===== src/rtl/sprite_anim_pkg.sv =====
// sprite_anim_pkg: shared playback-mode encodings, colour width and helper functions
// for the sprite animator. It also holds the generator functions for the built-in
// sprite image.
package sprite_anim_pkg;

    localparam int COLOR_W = 6;

    typedef enum logic [1:0] {
        MODE_LOOP     = 2'b00,
        MODE_PINGPONG = 2'b01,
        MODE_ONESHOT  = 2'b10
    } mode_e;

    // Width of a frame number. A single-frame sprite still needs one bit.
    function automatic int idx_w(input int n);
        return (n > 1) ? $clog2(n) : 1;
    endfunction

    // Built-in index image: a frame-dependent XOR checker of the source coordinates.
    function automatic logic [3:0] idx_image(input logic [3:0] f, input logic [3:0] y,
                                             input logic [3:0] x);
        return f ^ y ^ x;
    endfunction

    // Built-in 16-entry palette: the index in the upper bits, never black.
    function automatic logic [COLOR_W-1:0] palette_image(input logic [3:0] i);
        return {i, 2'b11};
    endfunction

endpackage


===== src/rtl/sprite_anim_seq.sv =====
// sprite_anim_seq: animation frame sequencer. A cycle counter steps the frame on wrap,
// in loop, ping-pong or one-shot order. A change of mode restarts playback.
module sprite_anim_seq
    import sprite_anim_pkg::*;
#(
    parameter int NUM_FRAMES   = 12,
    parameter int FRAME_PERIOD = 2_835_000
) (
    input  logic                         px_clk,
    input  logic                         reset,
    input  logic [1:0]                   mode,
    input  logic                         pause,
    output logic [idx_w(NUM_FRAMES)-1:0] frame_index,
    output logic                         done
);

    localparam int                FW       = idx_w(NUM_FRAMES);
    localparam int                CW       = (FRAME_PERIOD > 1) ? $clog2(FRAME_PERIOD) : 1;
    localparam logic [CW-1:0]     CNT_LAST = CW'(FRAME_PERIOD - 1);
    localparam logic [FW-1:0]     LAST     = FW'(NUM_FRAMES - 1);

    typedef enum logic {DIR_UP, DIR_DOWN} dir_e;

    logic [CW-1:0] cnt_q, cnt_d;
    logic [FW-1:0] frame_q, frame_d;
    dir_e          dir_q, dir_d;
    logic          done_q, done_d;
    logic [1:0]    mode_q;

    assign frame_index = frame_q;
    assign done        = done_q;

    // Sequencer state register. The previous mode is kept so that a mode change can be detected.
    always_ff @(posedge px_clk) begin
        if (reset) begin
            cnt_q   <= '0;
            frame_q <= '0;
            dir_q   <= DIR_UP;
            done_q  <= 1'b0;
            mode_q  <= mode;
        end else begin
            cnt_q   <= cnt_d;
            frame_q <= frame_d;
            dir_q   <= dir_d;
            done_q  <= done_d;
            mode_q  <= mode;
        end
    end

    // Next-state logic: restart on a mode change; otherwise step the frame on counter wrap unless paused.
    always_comb begin
        cnt_d   = cnt_q;
        frame_d = frame_q;
        dir_d   = dir_q;
        done_d  = done_q;
        if (mode != mode_q) begin
            cnt_d   = '0;
            frame_d = '0;
            dir_d   = DIR_UP;
            done_d  = 1'b0;
        end else if (!pause) begin
            if (cnt_q == CNT_LAST) begin
                cnt_d = '0;
                case (mode)
                    MODE_PINGPONG: begin
                        // The endpoints are shown once per sweep; a single frame never moves.
                        if (NUM_FRAMES > 1) begin
                            if (dir_q == DIR_UP) begin
                                if (frame_q == LAST) begin
                                    frame_d = frame_q - FW'(1);
                                    dir_d   = DIR_DOWN;
                                end else begin
                                    frame_d = frame_q + FW'(1);
                                end
                            end else begin
                                if (frame_q == '0) begin
                                    frame_d = frame_q + FW'(1);
                                    dir_d   = DIR_UP;
                                end else begin
                                    frame_d = frame_q - FW'(1);
                                end
                            end
                        end
                    end
                    MODE_ONESHOT: begin
                        if (frame_q == LAST) done_d = 1'b1;
                        else                 frame_d = frame_q + FW'(1);
                    end
                    default: begin
                        frame_d = (frame_q == LAST) ? '0 : frame_q + FW'(1);
                    end
                endcase
            end else begin
                cnt_d = cnt_q + CW'(1);
            end
        end
    end

endmodule


===== src/rtl/sprite_anim.sv =====
// sprite_anim: an animated, integer-scaled sprite overlaid on the video raster. It has a
// double-buffered position, a two-stage index-ROM / palette pipeline and transparency.
// Optional feature: defining SPRITE_ANIM_MIRROR_EN adds the mirror_x port, which gives a
// horizontal flip.
// FRAMES_FILE and COLORS_FILE name the production image files. This build takes its
// ROM contents from the package generator functions, so it elaborates without external files.
module sprite_anim
    import sprite_anim_pkg::*;
#(
    parameter int FRAME_W      = 64,
    parameter int FRAME_H      = 64,
    parameter int SCALE_LOG2   = 3,
    parameter int NUM_FRAMES   = 12,
    parameter int FRAME_PERIOD = 2_835_000,
    parameter     FRAMES_FILE  = "nyancat-frames.hex",
    parameter     COLORS_FILE  = "nyancat-colors.hex"
) (
    input  logic                         px_clk,
    input  logic                         reset,
    input  logic [9:0]                   x_px,
    input  logic [9:0]                   y_px,
    input  logic                         activevideo,
    input  logic                         frame_start,
    input  logic [9:0]                   pos_x,
    input  logic [9:0]                   pos_y,
    input  logic                         pos_we,
    input  logic [1:0]                   mode,
    input  logic                         pause,
    input  logic                         transp_en,
    input  logic [3:0]                   transp_idx,
    input  logic [COLOR_W-1:0]           bg_color,
`ifdef SPRITE_ANIM_MIRROR_EN
    input  logic                         mirror_x,
`endif
    output logic [COLOR_W-1:0]           rrggbb,
    output logic [idx_w(NUM_FRAMES)-1:0] frame_index,
    output logic                         done
);

    localparam int            XB        = $clog2(FRAME_W);
    localparam int            YB        = $clog2(FRAME_H);
    localparam int            FW        = idx_w(NUM_FRAMES);
    localparam int            SW        = FRAME_W << SCALE_LOG2;
    localparam int            SH        = FRAME_H << SCALE_LOG2;
    localparam int            STAGES    = 2;
    localparam logic [9:0]    POS_X_RST = 10'((640 - SW) / 2);

    logic [9:0]          shadow_x, shadow_y, pos_x_act, pos_y_act;
    logic [10:0]         win_x_end, win_y_end;
    logic                in_win;
    logic [XB-1:0]       src_x_raw, src_x;
    logic [YB-1:0]       src_y;
    logic [FW+YB+XB-1:0] rom_addr;
    logic [3:0]          idx_s1;
    logic [COLOR_W-1:0]  col_s2;
    logic                transp_s2;
    logic [STAGES:1]     vld_pipe, win_pipe;

    sprite_anim_seq #(
        .NUM_FRAMES  (NUM_FRAMES),
        .FRAME_PERIOD(FRAME_PERIOD)
    ) u_seq (
        .px_clk     (px_clk),
        .reset      (reset),
        .mode       (mode),
        .pause      (pause),
        .frame_index(frame_index),
        .done       (done)
    );

    // Position double buffer. The shadow register takes writes and frame_start publishes it.
    // A write arriving together with frame_start goes straight to the active position.
    always_ff @(posedge px_clk) begin
        if (reset) begin
            shadow_x  <= POS_X_RST;
            shadow_y  <= '0;
            pos_x_act <= POS_X_RST;
            pos_y_act <= '0;
        end else begin
            if (pos_we) begin
                shadow_x <= pos_x;
                shadow_y <= pos_y;
            end
            if (frame_start) begin
                pos_x_act <= pos_we ? pos_x : shadow_x;
                pos_y_act <= pos_we ? pos_y : shadow_y;
            end
        end
    end

    // The window compare uses 11-bit width, so a sprite hanging off the right or bottom edge does not wrap.
    assign win_x_end = {1'b0, pos_x_act} + 11'(SW);
    assign win_y_end = {1'b0, pos_y_act} + 11'(SH);
    assign in_win    = ({1'b0, x_px} >= {1'b0, pos_x_act}) && ({1'b0, x_px} < win_x_end) &&
                       ({1'b0, y_px} >= {1'b0, pos_y_act}) && ({1'b0, y_px} < win_y_end);

    // Source texel is the window offset divided by the scale. Outside the window the value is unused.
    assign src_x_raw = XB'((x_px - pos_x_act) >> SCALE_LOG2);
    assign src_y     = YB'((y_px - pos_y_act) >> SCALE_LOG2);

`ifdef SPRITE_ANIM_MIRROR_EN
    // FRAME_W is a power of two, so FRAME_W-1-src_x is a bitwise inversion.
    assign src_x = mirror_x ? ~src_x_raw : src_x_raw;
`else
    assign src_x = src_x_raw;
`endif

    assign rom_addr = {frame_index, src_y, src_x};

    // Pipeline stages. Stage 1 reads the index ROM and stage 2 reads the palette and
    // decides transparency. The window and activevideo flags travel alongside.
    always_ff @(posedge px_clk) begin
        if (reset) begin
            idx_s1    <= '0;
            col_s2    <= '0;
            transp_s2 <= 1'b0;
            vld_pipe  <= '0;
            win_pipe  <= '0;
        end else begin
            idx_s1    <= idx_image(4'(rom_addr[XB+YB +: FW]), 4'(rom_addr[XB +: YB]),
                                   4'(rom_addr[0 +: XB]));
            col_s2    <= palette_image(idx_s1);
            transp_s2 <= transp_en && (idx_s1 == transp_idx);
            vld_pipe  <= {vld_pipe[STAGES-1:1], activevideo};
            win_pipe  <= {win_pipe[STAGES-1:1], in_win};
        end
    end

    // Output mux: black during blanking; background outside the sprite or on a transparent index.
    always_comb begin
        rrggbb = '0;
        if (vld_pipe[STAGES]) begin
            if (!win_pipe[STAGES] || transp_s2) rrggbb = bg_color;
            else                                rrggbb = col_s2;
        end
    end

endmodule


===== config.mk =====
export PLATFORM = sky130hd
export DESIGN_NAME = sprite_anim
export DESIGN_NICKNAME = d
export VERILOG_FILES = /design/src/rtl/sprite_anim_pkg.sv /design/src/rtl/sprite_anim_seq.sv /design/src/rtl/sprite_anim.sv
export SDC_FILE = /design/constraint.sdc
export NUM_CORES = 1
export LEC_CHECK = 0
export BUFFER_PORTS_ARGS = -buffer_cell sky130_fd_sc_hd__buf_4
export CAP_MARGIN = 20
export CORE_MARGIN = 2
export CORE_UTILIZATION = 61
export DETAILED_ROUTE_END_ITERATION = 10
export PLACE_DENSITY = 0.89
export SYNTH_ARGS = -nofsm -noshare
export SYNTH_HDL_FRONTEND = slang
export SYNTH_SLANG_ARGS = --single-unit

===== constraint.sdc =====
create_clock -name px_clk -period 3.94 [get_ports px_clk]
set_input_delay 0.197 -clock px_clk [delete_from_list [all_inputs] [get_ports px_clk]]
set_output_delay 0.197 -clock px_clk [all_outputs]
set_load 0.01 [all_outputs]

---- Word level (Yosys, flattened, before mapping) ----
Cells that the tools add are included.
storage, ports and cells
  memory bits (writable) .................. 0
  output and inout bits ................... 11
  memory bits (read-only) ................. 0
  memories ................................ 0
  input bits .............................. 59
  bits in latches ......................... 0
  flip-flop bits (word level) ............. 85
cells by class
  bitwise gates (word level) .............. 3
  add/sub/neg operators ................... 7
  multipliers ............................. 0
  shifts and indexed selects .............. 0
  multiplexer cells ....................... 15
  reductions and logical operators ........ 11
  equality and inequality tests ........... 7
  divide/modulo/power cells ............... 0
  $lt $le $gt $ge ......................... 4
operator list
  operator                  number
  $add A10 B10 Y11 const B  2
  $add A22 B1 Y22 const B   1
  $eq A22 B22 Y1 const B    1
  $lt A10 B11 Y1            2
  $mux W22                  1
  $ge A10 B10 Y1            2
  $mux W10                  2
  $mux W4                   5
  $sub A7 B7 Y7             2
  $mux W6                   2
  $pmux W4 S2               1
  $xor A4 B4 Y4             2
  $reduce_and A3 Y1         2
  $add A4 B1 Y4 const B     1
  $eq A4 B4 Y1              1
  $eq A4 B4 Y1 const B      1
  $logic_and A1 B1 Y1       4
  $logic_not A4 Y1          1
  $reduce_and A4 Y1         1
  $sub A4 B1 Y4 const B     1
  $mux W1                   3
  $eq A2 B1 Y1 const B      1
  $eq A2 B2 Y1 const B      1
  $mux W2                   1
  other kinds (6)           6

---- Depth between registers and ports, before layout ----
  depth after elaboration ................. 5
  depth in mapped cells ................... 8
  gate-level depth less buffers ........... 8

---- Hierarchy ----
Synthesis repeated with hierarchy kept, for this count alone.
unflattened totals
  cells, all modules ...................... 495
  area total of the unflattened synthesis .. 4391.7 um^2
modules (own cells, without submodules)
  module           cells an instance  area each (um^2)  instances  sequential area each (um^2)
  sprite_anim      300                2732.6            1          1081.0
  sprite_anim_seq  195                1659.1            1          600.6

---- Worst setup path before layout ----
No wires, ideal clock.
  path kind ............................... register -> register
  from .................................... reg u_seq.frame_q[1], in the netlist u_seq.frame_index[1]
  to ...................................... reg u_seq.frame_q[3], in the netlist u_seq.frame_index[3]
  cell stages (with the launch flop) ...... 8
  data required time ...................... 3.868 ns
  slack ................................... 1.979 ns
  clock period less this slack ............ 1.961 ns
  arrival ................................. 1.889 ns
  path through ............................ dfxtp_1 ha_1 nor2b_2 nor2_1 o41ai_1 o211ai_1 or3_1 a21oi_1
on the way
  cells in the longest elaborated chain, start to end .. 4
  elaborated cells on any way between the ends .. 12
  classes of those cells .................. add/sub: 2; eq/ne: 2; mux: 6; reduce/logical: 2
ends and longest elaborated chain
  element                                      RTL line                                      source
  start, declared                              sprite_anim_seq.sv:25                         logic [FW-1:0] frame_q, frame_d;
  start signal, assigned                       sprite_anim_seq.sv:43                         frame_q <= frame_d;
  $add A4 B1 Y4, or another cell as far along  --
  $mux W4, on equally long branches            sprite_anim_seq.sv:69, sprite_anim_seq.sv:76
  $mux W4                                      sprite_anim_seq.sv:68                         if (dir_q == DIR_UP) begin
  $pmux W4 S2                                  sprite_anim_seq.sv:64                         case (mode)
Several ways; a longest one is shown, not always the timed one. The select of a mux whose other input is x is not followed.
A chain may end at the register's enable or synchronous reset.

---- Final worst setup path ----
Ends and elaborated chain as after synthesis.

==> impl_metrics.json <==
{
  "status": "finished clean",
  "setup_viol": 0,
  "initial_core_util_pct": 62.6,
  "hold_violations": 0,
  "p_int_uw": 1360,
  "synth_cell_types": 51,
  "die_area_um2": 7610,
  "ir_worst_vdd_mv": 0.264,
  "crit_path_end_kind": "register",
  "postCtsSetupRepairBufs": 0,
  "final_util_pct": 74.0,
  "crit_arrival_ns": 2.56,
  "num_vias": 3622,
  "crit_type": "reg -> reg",
  "synth_area_leaders": "dfxtp_1, ha_1, nor2_1, mux2i_1, a211oi_1",
  "power.share.clock_pct": 33.2,
  "clockBufferDepth": 2,
  "syn_area_um2": 4230,
  "vias_per_cell": 5.74,
  "grt_usage_pct": 25.8,
  "async_reset_ff_share_pct": 0,
  "power.share.sequential_pct": 49.3,
  "cts_max_level": 3,
  "num_io_pins": 70,
  "die_x_um": 87.2,
  "numCtsBuffers": 9,
  "grt_pass1_vias": 3567,
  "worstHoldPathType": "in -> reg",
  "crit_path_max_fanout": 6,
  "synthToLayoutAreaGrowth_pct": 18.3,
  "cts_resized": 0,
  "slew_headroom_pct": 48.8,
  "leakagePower_uw": 0.00210,
  "critPathLaunchType": "register",
  "antenna_found_initial": 0,
  "grt_max_degree": 52,
  "num_rows": 30,
  "ant_nets": 0,
  "layout_min_cycle_time_ns": 2.27,
  "fp.dieH_um": 87.2,
  "p_sw_uw": 510,
  "finalWirelength_um": 9340,
  "netlist_instances": 482,
  "gr-total-overflow": 0,
  "grt_pass1_wl_um": 15600,
  "yosysWarnings": 0,
  "firstDrtPassIters": 5,
  "finalCritPeriodShare_pct": 57.6,
  "fmaxAchievable_mhz": 440,
  "ys_seq_area_share_pct": 39.8,
  "routedWlPerCell_um": 14.8,
  "synth_edf_count": 0,
  "avgSynthCellArea_um2": 8.77,
  "clock_latency_ns": 0.36,
  "swShare_pct": 27.3,
  "cts_tree": "yes",
  "gp_congestion": 0.928,
  "required_ns": 4.22,
  "dpl_worst_slack_ns": 1.49,
  "final.setup_skew_ns": 0.0126,
  "grt_setup_unrepaired": "false",
  "ys_ff_latch": 84,
  "netlist.area_leader.share_pct": 39.8,
  "slew_violations": 0,
  "synth.largest_area_cell": "dfxtp_1",
  "cellPowerDensity_nw_per_um2": 373,
  "dp_hpwl_um": 6760,
  "combinationalPowerShare_pct": 17.6,
  "root_buffer": "clkbuf_8",
  "port_buffers": 69,
  "fin_nets": 632,
  "worst_pin_slew_ns": 0.763,
  "fin_setup_tns_ns": 0,
  "nFillCells": 483,
  "design.core.area_um2": 6760,
  "cts_sinks": 84,
  "drc": 0,
  "cts.clk_slew.worst_paths_ns": 0.09,
  "drive_gt1_share_pct": 17.4,
  "drtIter0Drc": 159,
  "synthFlopType": "dfxtp_1",
  "cap_viol_max_count": 0,
  "antenna_cells": 0,
  "worst_slack_ns": 1.67,
  "syn-num-nets": 568
}
[power by group through the flow]
stage	registers (uW)	clock network (uW)	logic [uW]
after global placement	937	0	305
after detailed placement	939	0	318
after CTS	919	629	325
after floorplan	934	0	223
after global routing	925	665	362
final	920	619	328
[cell usage in the layout (no fill, tap or decap), types with 5 or more instances in the layout]
master | synthesis | routed
a211oi_1 | 26 | 26
a21boi_0 | 6 | 6
a21oi_1 | 14 | 14
buf_4 | 0 | 69
clkbuf_8 | 0 | 9
dfxtp_1 | 84 | 84
ha_1 | 27 | 27
inv_1 | 26 | 26
mux2i_1 | 23 | 23
nand2_1 | 34 | 34
nand2b_1 | 5 | 5
nand3_1 | 17 | 17
nand4_1 | 8 | 8
nor2_1 | 75 | 75
nor2b_1 | 11 | 11
nor3_1 | 7 | 7
o21ai_0 | 12 | 12
xnor2_1 | 21 | 21
xor2_1 | 22 | 22
[logic make-up after synthesis]
logic type / after synthesis / synth area share, %
DFF: 84 / 39.8
muxes: 24 / 5.71
AOI/OAI and AO/OA: 75 / 11.8
and+or+nand+nor: 183 / 21.1
buffers and inverters: 45 / 4.08
xor gates and xnor gates: 44 / 9.44
adders and majority gates: 27 / 7.99
[synth_stat cells (all sizes together) (2+ instances only)]
cell type  number
and4            3
nand3          17
or2             3
nand2b          5
o21ai          12
nand4b          2
a21oi          14
and3            2
nand4           8
nor3            7
nor4            4
a21o            3
mux2i          23
clkbuf         15
a211oi         26
a31oi           3
nor3b           3
and2            2
or3             3
nor2b          12
ha             27
dfxtp          84
inv            26
buf             4
xor2           22
nand2          35
nor2           75
xnor2          21
o21a            2
a21boi          6
[worst paths after layout]
kind                         from                   end  slack, ns  cells past startpoint
max          u_seq.frame_index[1]  u_seq.frame_index[3]       1.67                      7
min                   activevideo           vld_pipe[1]       0.04                      2
min reg2reg           vld_pipe[1]           vld_pipe[2]       0.44                      1
max reg2reg  u_seq.frame_index[1]  u_seq.frame_index[3]       1.67                      7
[metal layers]
layer | vias to the layer above | GRT usage, % | part of all wire [%]
li1 | 1789 | - | -
met1 | 1672 | 30.3 | 42
met2 | 133 | 46.0 | 50
met3 | 28 | 3.98 | 5.6
met4 | 0 | 11.3 | 2.5
met5 | - | 0 | 0
[final cells by class]
| cell class | count | area, um^2 | share of cell area [%] |
|---|---|---|---|
| clock buffer | 9 | 124 | 2.48 |
| clock inverter | 7 | 73.8 | 1.48 |
| inverter | 26 | 97.6 | 1.95 |
| multi-input combinational | 353 | 2370 | 47.5 |
| sequential | 84 | 1680 | 33.6 |
| tap | 80 | 100 | 2.00 |
| timing repair buffer | 72 | 549 | 11.0 |
[worst max-delay path: stages, from the launching register on]
cell      delay [ns]
dfxtp_1         0.48
ha_1            0.31
nor2b_2         0.30
nor2_1          0.13
o41ai_1         0.36
o211ai_1        0.13
or3_1           0.34
a21oi_1         0.15
[stage by stage]
step	total power [uW]	hold slack (ns)	std cells	cell area (um^2)
6_report	1870	0.0449	631	5000
5_1_grt	1950	0.0483	631	5000
4_1_cts	1870	0.0389	630	4990
3_5_place_dp	1260	0.343	612	4770
3_3_place_gp	1240	0.336	612	4770
2_1_floorplan	1160	0.225	482	4230
[timing repair]
action	in CTS	in global routing
endpoints found under the setup margin	0	0
hold buffers	2	0
hold endpoints to repair	2	0
[registers in the layout, summed over array words and instances, names as in the netlist]
signal and count:
shadow_y 10, pos_y_act 10, col_s2 5, u_seq.frame_index 4, u_seq.cnt_q 22, u_seq.mode_q 2, shadow_x 10, pos_x_act 10
u_seq.dir_q 1, vld_pipe 2, u_seq.done 1, idx_s1 4, win_pipe 2, transp_s2 1
(Power assumes the default switching activity.)
